[src/rtl/display_bus_arbiter.sv]
// Two-plane display read arbiter: grants one decoder per memory burst, routes the burst
// beats back to it, and discards the beats of a burst whose owner reloaded mid-flight.
module display_bus_arbiter #(
   parameter int unsigned BURST_WORDS = 4
) (
   input  logic        clk,
   input  logic        reset,
   input  logic [21:0] req0_address,
   input  logic        req0_as,
   input  logic        req0_cancel,
   output logic        req0_bus_ack,
   output logic        req0_burstdata_valid,
   input  logic [21:0] req1_address,
   input  logic        req1_as,
   input  logic        req1_cancel,
   output logic        req1_bus_ack,
   output logic        req1_burstdata_valid,
   output logic [15:0] dout,
   output logic [21:0] mem_address,
   output logic        mem_as,
   input  logic        mem_bus_ack,
   input  logic [15:0] mem_din,
   input  logic        mem_burstdata_valid
);

   typedef enum logic [1:0] {StIdle, StAddr, StBurst} state_e;

   localparam logic [2:0] LastCnt = 3'(BURST_WORDS);

   state_e      state_q, state_d;
   logic        grant_q, grant_d;
   logic        prio_q, prio_d;
   logic        drop_q, drop_d;
   logic        mem_as_q, mem_as_d;
   logic [2:0]  beat_cnt_q, beat_cnt_d;
   logic [21:0] mem_address_q, mem_address_d;

   logic elig0, elig1, active, cancel_g, beat, last_beat, route, ack_g;

   assign elig0     = req0_as & ~req0_cancel;
   assign elig1     = req1_as & ~req1_cancel;
   assign active    = (state_q != StIdle);
   assign cancel_g  = grant_q ? req1_cancel : req0_cancel;
   assign beat      = active & mem_burstdata_valid;
   assign last_beat = beat & ((beat_cnt_q + 3'd1) == LastCnt);

   always_comb begin
      state_d       = state_q;
      grant_d       = grant_q;
      prio_d        = prio_q;
      drop_d        = drop_q;
      mem_as_d      = mem_as_q;
      beat_cnt_d    = beat_cnt_q;
      mem_address_d = mem_address_q;

      if (beat) beat_cnt_d = beat_cnt_q + 3'd1;
      if (active && cancel_g) drop_d = 1'b1;

      unique case (state_q)
         StIdle: begin
            if (elig0 | elig1) begin
               grant_d       = (elig0 & elig1) ? prio_q : elig1;
               mem_address_d = grant_d ? req1_address : req0_address;
               mem_as_d      = 1'b1;
               beat_cnt_d    = 3'd0;
               drop_d        = 1'b0;
               state_d       = StAddr;
            end
         end
         StAddr: begin
            if (mem_bus_ack) begin
               mem_as_d = 1'b0;
               // A one-beat burst can complete on the address-accept cycle.
               if (last_beat) begin
                  state_d = StIdle;
                  prio_d  = ~grant_q;
               end else begin
                  state_d = StBurst;
               end
            end
         end
         StBurst: begin
            if (last_beat) begin
               state_d = StIdle;
               prio_d  = ~grant_q;
            end
         end
         default: state_d = StIdle;
      endcase
   end

   always_ff @(posedge clk) begin
      if (reset) begin
         state_q       <= StIdle;
         grant_q       <= 1'b0;
         prio_q        <= 1'b0;
         drop_q        <= 1'b0;
         mem_as_q      <= 1'b0;
         beat_cnt_q    <= 3'd0;
         mem_address_q <= 22'd0;
      end else begin
         state_q       <= state_d;
         grant_q       <= grant_d;
         prio_q        <= prio_d;
         drop_q        <= drop_d;
         mem_as_q      <= mem_as_d;
         beat_cnt_q    <= beat_cnt_d;
         mem_address_q <= mem_address_d;
      end
   end

   // Same-cycle cancel suppresses the beat before drop_q takes effect.
   assign route = beat & ~drop_q & ~cancel_g;
   assign ack_g = mem_bus_ack & (state_q == StAddr) & ~drop_q;

   assign req0_bus_ack         = ack_g & ~grant_q;
   assign req1_bus_ack         = ack_g & grant_q;
   assign req0_burstdata_valid = route & ~grant_q;
   assign req1_burstdata_valid = route & grant_q;
   assign dout                 = mem_din;
   assign mem_address          = mem_address_q;
   assign mem_as               = mem_as_q;

endmodule

[config.mk]
export PLATFORM = sky130hd
export DESIGN_NAME = display_bus_arbiter
export DESIGN_NICKNAME = d
export VERILOG_FILES = /design/src/rtl/display_bus_arbiter.sv
export SDC_FILE = /design/constraint.sdc
export NUM_CORES = 1
export LEC_CHECK = 0
export CAP_MARGIN = 20
export CORE_MARGIN = 2
export CORE_UTILIZATION = 40
export CTS_BUF_LIST = sky130_fd_sc_hd__clkbuf_2
export DETAILED_ROUTE_END_ITERATION = 8
export HOLD_SLACK_MARGIN = 0.15
export PLACE_DENSITY = 0.95
export SYNTH_ARGS = -nofsm -noshare
export SYNTH_HDL_FRONTEND = slang
export SYNTH_SLANG_ARGS = --single-unit
[constraint.sdc]
create_clock -name clk -period 2.4 [get_ports clk]
set_input_delay 0.48 -clock clk [delete_from_list [all_inputs] [get_ports clk]]
set_output_delay 0.48 -clock clk [all_outputs]
set_load 0.005 [all_outputs]
-- Yosys cells after proc, flatten, opt, wreduce, memory -nomap -nowiden
Cells that the tools add are included.
- flip-flop bits (word level): 31
- input bits: 68
- output and inout bits: 43
- add/sub/neg operators: 1
- equality and inequality tests: 6
- muxes and demuxes: 20
- bitwise operators: 19
- reduce and logical (&&, ||, !) cells: 9
- operators by type and width (operator ; count):
    $mux 22 ; 1
    $and 1x1->1 ; 13
    $mux 1 ; 9
    $mux 3 ; 3
    $mux 2 ; 4
    $ne 2x2->1 const B ; 3
    $pmux 2 s3 ; 1
    $reduce_and 3->1 ; 2
    $reduce_bool 2->1 ; 3
    $not 1->1 ; 5
    $pmux 1 s2 ; 2
    $reduce_and 2->1 ; 2
    $add 3x1->3 const B ; 1
    $eq 3x3->1 const B ; 1
    $eq 2x1->1 const B ; 1
    $eq 2x2->1 const B ; 1
    $logic_not 2->1 ; 1
    $logic_and 1x1->1 ; 1
    $or 1x1->1 ; 1

-- Depth between registers and ports, before layout
Gate-level depths: netlist of the first run.
- depth after elaboration: 6
- depth in mapped cells: 5
- gate-level depth less buffers: 5

-- Worst setup path before layout of the first run
Ideal clock, no wire load.
- path kind: input -> register
- start point: input port req0_cancel
- end point: register mem_address_q[11], in the netlist mem_address[11]
- setup time: 0.147 ns
- arrival: 1.349 ns
- setup slack: 0.904 ns
- cell stages on the path: 5
- cell sequence: or3b_1 > nor2b_2 > buf_2 > nand2_1 > a311oi_2
- word-level cells in the longest chain between the ends: 5
- RTL lines (item ; RTL line ; text):
    start: declaration ; 10 ; input logic req0_cancel,
    $not 1->1 (*) ; 40 ; assign elig0 = req0_as & ~req0_cancel;
    $and 1x1->1 (*) ; 40 ;
    $and 1x1->1 ; 62 ; grant_d = (elig0 & elig1) ? prio_q : elig1;
    $mux 1 ; 62 ;
    $mux 22 ; 63 ; mem_address_d = grant_d ? req1_address : req0_address;
    end signal: assignment ; 108 ; mem_address_q <= mem_address_d;
    end: declaration ; 36 ; logic [21:0] mem_address_q, mem_address_d;
Every way passes the cells marked *; elsewhere a longest branch is shown, timed or not.
A chain may end at the register's enable or synchronous reset.

-- Final worst setup path of the first run
- start point: input port mem_bus_ack
- end point: output port req0_bus_ack
- word-level cells in the longest chain between the ends: 3
- RTL lines (item ; RTL line ; text):
    start: declaration ; 21 ; input logic mem_bus_ack,
    $and 1x1->1 (2 in a row) ; 114 ; assign ack_g = mem_bus_ack & (state_q == StAddr) & ~drop_q;
    $and 1x1->1 ; 116 ; assign req0_bus_ack = ack_g & ~grant_q;
    end: declaration ; 11 ; output logic req0_bus_ack,
No other way between the ends.

==> results.md, run 1 <==
* Placed Instances at between 200 and 300
* Mean Syn Cell Area at slightly below 9 um2
* Setup ws final at 80.7 ps
* Via count at 1509
* Hold buffer count at CTS at 0
* CP cell instances: clkdlybuf4s50_1 > nand3b_4 > nor3_1 > clkdlybuf4s50_1
* Top Metal Used: met4
* Row count at 23
* Nets at 322
* Largest net degree at the start of global routing at 52
* Hpwl dp at 2.96 mm
* IO Port Bufs at 78
* Global-route wire length before repair at 6.88 mm
* Number of setup buffers added after CTS at 0
* Post-Place Setup Slack at -134 ps
* Overall routing resource usage at 0.175
* Worst path max stage delay at 550 ps
* Ys Warns at 0
* Worst vdd ir at 0.000350 V
* Power Density at 496 nW/um2
* # setup viols final at 0
* Worst Tran Pin Value at ~910 ps
* Cell at the slowest stage of the critical path: clkdlybuf4s50_1
* Seq cells post-synth at 31
* Crit share post-route at 0.966
* Detailed-router iteration count before antenna repair at 4
* Seq/Total Area, Yosys at 0.366
* Area contributors post-synth: dfxtp_1, a311oi_2, nand2_1
* Post-Synthesis Cell Area at 1700 um2
* CTS tree: done
* RD Place Congestion at 0.859
* Clk Latency, worst-skew pair at 340 ps
* Slew HR at 0.393
* Fin crit period at 2320 ps
* Crit Path Class: input port to primary output
* WL met1 at 1.72 mm
* # DRC at 0
* Vias in the first global route at between 1000 and 1500
* Maxcap violations at 0
* CTS buffer count at 5
* Vias/cell at 5.00
* Metal2 WL at 1.95 mm
* Post-Syn Nets at 260
* Cell mode on critical path: clkdlybuf4s50_1
* Post-Syn Instances at 190
* H-tree depth at 2
* Commonest register cell after synthesis: dfxtp_1
* Per-cell routed wire length at 13.3 um
* Finished Layout Cells at 302
* Design Power at 1.21 mW
* Die ar. at 4780 um2
* Worst min path class: register to register
* Antenna cells at 0
* RSZ-0062 raised after global routing: no
* Initial antenna violation count at 0
* WP data arrival at 1840 ps
* Fin util at 0.605
* CP Launch Type: input port
* Design area at 2440 um2
* Area grow syn2layout at 43.6%
* Max clock buf depth at 2
* Number of synthesized flops with an enable pin at 0
* Synth top cells by count: nand2_1, dfxtp_1, nor2_1
* Hold slack at 517 ps
* CP max FO at 3
* Sink Count at 31
* Proportion of layout cells with a drive suffix above 1 at 0.147
* WL met3 at 290 um
* CTS root buffer: clkbuf_2
* Number of DRC markers in iteration 0 at 45
* Outcome: completed
* DIE HEIGHT at 69.2 um
* Skew final at roughly 13 ps
* Drt total wl at 4.00 mm
* Fin. Hold Viols at 0
* CP required at 1920 ps
* Top-count cell post-synth: nand2_1
* Overflow after GRT at 0
* Core footprint at 4030 um2
* Post-CTS sizing at 0
* Count of different cell masters after synthesis at 27
* Critical Path End Type: primary output
* Setup TNS at 0 ps
* I/O pin cnt at 111
* LEAKAGE at around 0.89 nW
* Cell taking the most area after synthesis: dfxtp_1
* Synth top area share at 0.366
* Asr flop ratio synth at 0
* Initial Utilization at 0.421
* Worst-path clk slew at 140 ps
* Cell area after placement at 2400 um2
* F_max at approximately 0.43 GHz
* Die Wd at 69.2 um
* Final slew viol count at 0
* Post-route ant nets at 0
[worst max-delay path, delay by kind of cell]
kind | cells | cell delay (ps)
buffers and inverters | 2 | 1070
AND/OR/NAND/NOR | 2 | 280
[registers in the layout, indices dropped and copies added, names as in the netlist]
signal       count
drop_q           1
prio_q           1
mem_address     22
grant_q          1
beat_cnt_q       3
mem_as           1
state_q          2
[path summary, 6_finish.rpt]
| check | depth (start not counted) | start | end | slack [ps] |
|---|---|---|---|---|
| max | 4 | mem_bus_ack | req0_bus_ack | 80 |
| min | 2 | prio_q | prio_q | 520 |
| max reg2reg | 4 | prio_q | mem_address[14] | 650 |
| min reg2reg | 2 | prio_q | prio_q | 520 |
[cells by family after synthesis]
kind of cell,synth area share
AND/OR/NAND/NOR,0.239
buffers and inverters,0.112
XOR/XNOR,0.0155
flip-flops,0.366
AO/OA/AOI/OAI,0.236
multiplexers,0.0177
adder cells (fa/ha/maj),0.0147
[area by class of cell]
type,count,area (um2)
fill,365,1590
multi-input combinational,130,887
timing repair buffer,83,831
sequential,31,621
tap,50,62.6
clock buffer,5,25.0
clock inverter,2,8.76
inverter,1,3.75
[placed cells by master (no fill, tap or decap), drive strengths merged]
cell type,netlist,layout
a311oi,22,22
a211oi,2,2
nor3b,1,1
buf,25,5
inv,1,1
or3b,1,1
nand3b,1,1
xnor2,2,2
nand2,45,45
clkbuf,3,5
clkdlybuf4s50,0,78
xor2,1,1
a2111oi,1,1
a21oi,1,1
clkinv,0,2
nor3,7,7
a21boi,1,1
mux2i,3,3
dfxtp,31,31
o21a,1,1
nand2b,5,5
nor4,1,1
ha,2,2
nor2,31,31
nor2b,1,1
o21ai,1,1
[power breakdown]
part           total (mW)  leakage, nW  internal [mW]  switching (mW)
Sequential          0.593        0.255          0.563          0.0296
Clock               0.229       0.0262         0.0617           0.167
Combinational       0.388        0.612          0.231           0.157
Total                1.21        0.894          0.856           0.354
[layer usage]
metal / global-route usage / up-vias
li1: - / 762
met1: 0.211 / 680
met2: 0.299 / 57
met3: 0.0556 / 10
met4: 0.0436 / 0
met5: 0 / -
No activity file was read; power rests on OpenSTA's default activity.
==> inputs of run 2 (changes only) <==
--- a/config.mk
+++ b/config.mk
@@ -12,6 +12,7 @@
 export DETAILED_ROUTE_END_ITERATION = 8
 export HOLD_SLACK_MARGIN = 0.15
 export PLACE_DENSITY = 0.95
+export SLEW_MARGIN = 20
 export SYNTH_ARGS = -nofsm -noshare
 export SYNTH_HDL_FRONTEND = slang
 export SYNTH_SLANG_ARGS = --single-unit
==> results of run 2 <==
Final layout, timing and power as in run 1 (identical DEF).
